`src/rtl/seq_det_pkg.sv`:
```
// seq_det_pkg: shared constants and helpers for the serial pattern detector
package seq_det_pkg;
  localparam logic [3:0] DEF_PAT = 4'b1101;
  localparam int FILL_EMPTY = 0;
  function automatic int fill_w(input int pat_len);
    return (pat_len <= 2) ? 1 : $clog2(pat_len);
  endfunction
  function automatic int fill_primed(input int pat_len);
    return pat_len - 1;
  endfunction
endpackage

```
`src/rtl/seq_sat_counter.sv`:
```
// seq_sat_counter: saturating incrementer with synchronous clear and registered all-ones flag
module seq_sat_counter #(
  parameter int W = 8
) (
  input  logic         clk,
  input  logic         clr,
  input  logic         sclr,
  input  logic         inc,
  output logic [W-1:0] cnt,
  output logic         sat
);
  logic [W-1:0] nxt;
  always_comb nxt = sclr ? '0 : (inc && !sat) ? cnt + W'(1) : cnt;
  always_ff @(posedge clk or negedge clr)
    if (!clr) begin
      cnt <= '0;
      sat <= 1'b0;
    end else begin
      cnt <= nxt;
      sat <= &nxt;
    end
endmodule

```
`src/rtl/seq_pattern_detector.sv`:
```
// seq_pattern_detector: serial detector matching the last PAT_LEN bits against a loadable pattern
module seq_pattern_detector
  import seq_det_pkg::*;
#(
  parameter int                 PAT_LEN = 4,
  parameter logic [PAT_LEN-1:0] RST_PAT = PAT_LEN'(DEF_PAT),
  parameter int                 CNT_W   = 8
) (
  input  logic               clk,
  input  logic               clr,
  input  logic               x,
  input  logic               en,
  input  logic               overlap,
  input  logic               pat_load,
  input  logic [PAT_LEN-1:0] pat_in,
  output logic               out,
  output logic [CNT_W-1:0]   match_cnt,
  output logic               cnt_sat
);
  localparam int FW = fill_w(PAT_LEN);
  localparam logic [FW-1:0] EMPTY = FW'(FILL_EMPTY);
  localparam logic [FW-1:0] PRIMED = FW'(fill_primed(PAT_LEN));
  logic [PAT_LEN-1:0] pattern, pat_n, window;
  logic [PAT_LEN-2:0] hist, hist_n;
  logic [FW-1:0] fill, fill_n;
  logic hit;
  always_comb begin
    window = {hist, x};
    hit    = en && !pat_load && (fill == PRIMED) && (window == pattern);
    pat_n  = pat_load ? pat_in : pattern;
    hist_n = pat_load ? '0 : en ? window[PAT_LEN-2:0] : hist;
    fill_n = pat_load ? EMPTY
           : !en ? fill
           : (hit && !overlap) ? EMPTY
           : (fill == PRIMED) ? PRIMED
           : fill + FW'(1);
  end
  always_ff @(posedge clk or negedge clr)
    if (!clr) begin
      pattern <= RST_PAT;
      hist    <= '0;
      fill    <= EMPTY;
      out     <= 1'b0;
    end else begin
      pattern <= pat_n;
      hist    <= hist_n;
      fill    <= fill_n;
      out     <= hit;
    end
  seq_sat_counter #(.W(CNT_W)) u_cnt (
    .clk  (clk),
    .clr  (clr),
    .sclr (pat_load),
    .inc  (hit),
    .cnt  (match_cnt),
    .sat  (cnt_sat)
  );
endmodule

```
`config.mk`:
```
export PLATFORM = sky130hd
export DESIGN_NAME = seq_pattern_detector
export DESIGN_NICKNAME = d
export VERILOG_FILES = /design/src/rtl/seq_det_pkg.sv /design/src/rtl/seq_sat_counter.sv /design/src/rtl/seq_pattern_detector.sv
export SDC_FILE = /design/constraint.sdc
export NUM_CORES = 1
export LEC_CHECK = 0
export ABC_AREA = 1
export BUFFER_PORTS_ARGS = -buffer_cell sky130_fd_sc_hd__buf_2
export CORE_AREA = 2 2 48 54
export CTS_BUF_LIST = sky130_fd_sc_hd__clkbuf_8 sky130_fd_sc_hd__clkbuf_16
export DETAILED_ROUTE_END_ITERATION = 12
export DIE_AREA = 0 0 50 56
export PLACE_DENSITY = 0.7
export SETUP_SLACK_MARGIN = 0.5
export SYNTH_ARGS = -nofsm -noshare
export SYNTH_HDL_FRONTEND = slang
export SYNTH_HIERARCHICAL = 1
export SYNTH_SLANG_ARGS = --single-unit
```
`constraint.sdc`:
```
create_clock -name clk -period 2.05 [get_ports clk]
set_input_delay 0.1025 -clock clk [delete_from_list [all_inputs] [get_ports clk]]
set_output_delay 0.1025 -clock clk [all_outputs]
set_load 0.01 [all_outputs]
```
==> results.yml <==
sta:
  holdWs_ps: 65.3
  hold_viol_final: 0
  finalMaxSlewViolations: 0
  clock-skew-final_ps: 2.75
  relSlewSlack_pct: 70.5
  finalCritPeriodShare_pct: 94.0
  setup_tns_ps: 0
  rsz0062_at_grt: "true"
  worst_pin_slew_ps: 443
  fmaxAchievable_ghz: 0.519
  fin_crit_ps: 1930
  setup_slack_ps: 122
  finalSetupViolations: 0
logic_synthesis:
  ys_seq_area_share_pct: 44.6
  synth_seq_cells: 19
  synth_warnings: 6
  syn-num-nets: 152
  synth_area_per_cell_sq_um: 7.61
  synth_area_sq_um: 1070
  ys_types: 20
  syn_inst: 141
clocking:
  clk_latency_ps: 250
  root_buffer: "clkbuf_8"
  h-tree-depth: 1
  clock_sinks: 19
  tritoncts: "built"
  clockBufferDepth: 2
  cts_buffers: 3
  path_clk_slew_ps: 70
drt:
  route.detailed.drc: 0
  firstDrtPassIters: 4
  wl_microns: 2230
  vias_per_cell: 4.82
  drtIter0Drc: 20
  vias: 960
  final_antenna_net_count: 0
  routedWlPerCell_microns: 11.2
pwr:
  p_comb_share_pct: 11.2
  powerDensity_nw_per_um2: 551
  switching_share_pct: 24.3
  power.leakage_nw: 0.701
  p_sw_mw: 0.178
  seq_power_share_pct: 54.6
  intPower_mw: 0.555
  p_clk_share_pct: 34.2
  ir_worst_vdd_mv: 0.366
critical_path:
  cp.buffers_inverters: 1
  worst_ep_arrival_time_ps: 2120
  path_class: "reg -> reg"
  crit_path_end_kind: "flip-flop"
  worst-r2r-setup-slack_ps: 120
  path_cells: "inv_2 -> nand2_2 -> nand3_2 -> nor4_4 -> nand3_2 -> o21bai_1 -> nand3_2 -> nor2_1 -> nand2_1 -> nor2_2"
  crit_top_cell: "nand3_2"
  critPathLaunchType: "flip-flop"
  reg2regPathDepth: 10
  crit_fanout: 4
  timing.critical_path.required_ps: 2240
  crit_slowest_cell: "dfstp_2"
  critPathMaxStageDelay_ps: 540
  reg2reg_from: "pattern[0]"
  reg2reg_to: "u_cnt/sat"
  cpLargestDelayFamily: "simple AND/OR/NAND/NOR gates"
finish:
  nFillCells: 210
  regArea_sq_um: 479
  multi_input_area_sq_um: 518
  nets: 181
  final_layout_size_suffix_gt1_share_pct: 37.3
  area_growth_pct: 24.0
  n_antenna_cell: 0
die:
  dieArea_sq_um: 2800
  die_h_microns: 56
  coreArea_sq_um: 2230
  io-pin-count: 20
  start_util_pct: 48.1
  fp.dieW_microns: 50
  rows: 18
placed_design:
  dpl.hpwl_microns: 1660
  gp_congestion: 0.814
  place_ws_ps: 154
  port_buffers: 19
global_route:
  grt_usage_pct: 17.4
  grt_antenna_before_repair: 0
  grt_pass1_wl_microns: 3830
  grt_max_degree: 20
  grt_overflow_total: 0
  first_global_vias: 975
run_status:
  outcome: "finished clean"
hold_path:
  hold_depth: 3
  min-delay-start: "pat_in[0]"
  hold_path_end: "pattern[0]"
  hold_path_class: "in -> reg"
flow_run:
  max-cap-violations: 0
[logic make-up (layout without fill, tap and decap cells)]
logic type / Yosys count / in the layout / share of synthesized area [%]
AND/OR/NAND/NOR: 81 / 81 / 37.8
buffers and inverters: 30 / 58 / 11.2
flip-flops: 19 / 19 / 44.6
AO/OA/AOI/OAI: 10 / 10 / 5.25
adder cells (fa/ha/maj): 1 / 1 / 1.17
[power by group through the flow]
| stage | combinational [mW] | clock [mW] | sequential [mW] |
|---|---|---|---|
| 5_1_grt | 0.0936 | 0.271 | 0.402 |
| 3_5_place_dp | 0.0755 | 0 | 0.407 |
| 6_report | 0.0822 | 0.251 | 0.400 |
| 4_1_cts | 0.0805 | 0.259 | 0.400 |
| 2_1_floorplan | 0.0488 | 0 | 0.405 |
| 3_3_place_gp | 0.0741 | 0 | 0.407 |
[worst max path at each step]
stage               start   endpoint  slack (ps)  cells after the start
2_1_floorplan  pattern[3]  u_cnt/sat         320                     10
3_3_place_gp   pattern[0]  u_cnt/sat         190                     10
3_5_place_dp   pattern[0]  u_cnt/sat         150                     10
4_1_cts        pattern[0]  u_cnt/sat         140                     12
5_1_grt        pattern[0]  u_cnt/sat          -9                     12
6_report       pattern[0]  u_cnt/sat         120                     10
[through the flow]
step	instance area, sq um	power [mW]	util, %	std cells
floorplan	1090	0.454	-	141
global placement	1220	0.481	54.8	190
detailed placement	1220	0.483	54.8	190
CTS	1310	0.739	58.7	198
global route	1330	0.767	59.7	199
finish	1330	0.734	59.7	199
[repair_timing]
action | in CTS | in global routing
pin swaps | 2 | 2
resized for setup | 2 | 5
hold buffers | 1 | 0
endpoints found under the setup margin | 8 | 9
setup buffers | 3 | 1
hold endpoints to repair | 16 | 0
cloned | 0 | 0
[synth_stat cells (all sizes together)]
| master | number | area (sq um) |
|---|---|---|
| nand2 | 47 | 196 |
| o21bai | 1 | 7.51 |
| a21oi | 2 | 10.0 |
| dfrtp | 16 | 400 |
| nand3 | 12 | 70.1 |
| buf | 1 | 11.3 |
| nor2 | 18 | 108 |
| nand4 | 3 | 18.8 |
| ha | 1 | 12.5 |
| inv | 29 | 109 |
| o22ai | 3 | 18.8 |
| nor4 | 1 | 12.5 |
| dfstp | 3 | 78.8 |
| o21ai | 4 | 20.0 |
[sequential cells by signal, summed over array words and instances (netlist names)]
signal     count
out            1
u_cnt/cnt      8
u_cnt/sat      1
hist           3
pattern        4
fill           2
[tightest hold or removal path: cells and delay by family]
family,cells,cell delay [ps]
buffers and inverters,1,70
and+or+nand+nor,1,40
AOI/OAI and AO/OA,1,60
[area by class of cell]
| cell class | instances | area share, % |
|---|---|---|
| Tap cell | 30 | 2.82 |
| Clock buffer | 3 | 3.10 |
| Sequential cell | 19 | 36.0 |
| Multi-Input combinational cell | 92 | 38.9 |
| Clock inverter | 1 | 0.282 |
| Inverter | 29 | 8.18 |
| Timing Repair Buffer | 25 | 10.7 |
[per-layer routing]
layer	up-vias	part of all wire, %	track usage [%]
met3	6	3.9	3.76
met4	0	1.7	6.75
met2	22	54	32.9
met1	445	40	18.1
met5	-	0	0
li1	487	-	-
[layout by cell type (no fill, tap or decap)]
master         instances
a21oi_1                2
nand2_1               35
dlygate4sd3_1          1
nor2_1                10
o21bai_1               1
nand2_4                1
nor2_4                 5
inv_2                  7
dfrtp_1               16
clkbuf_8               3
o21ai_0                4
buf_2                 19
nand2_2               11
nand3_1                7
buf_4                  5
inv_1                 23
o22ai_1                3
ha_1                   1
dfstp_2                3
nor2_2                 3
nand4_1                3
nand3_2                5
nor4_4                 1
Power figures use the tool's default switching activity.
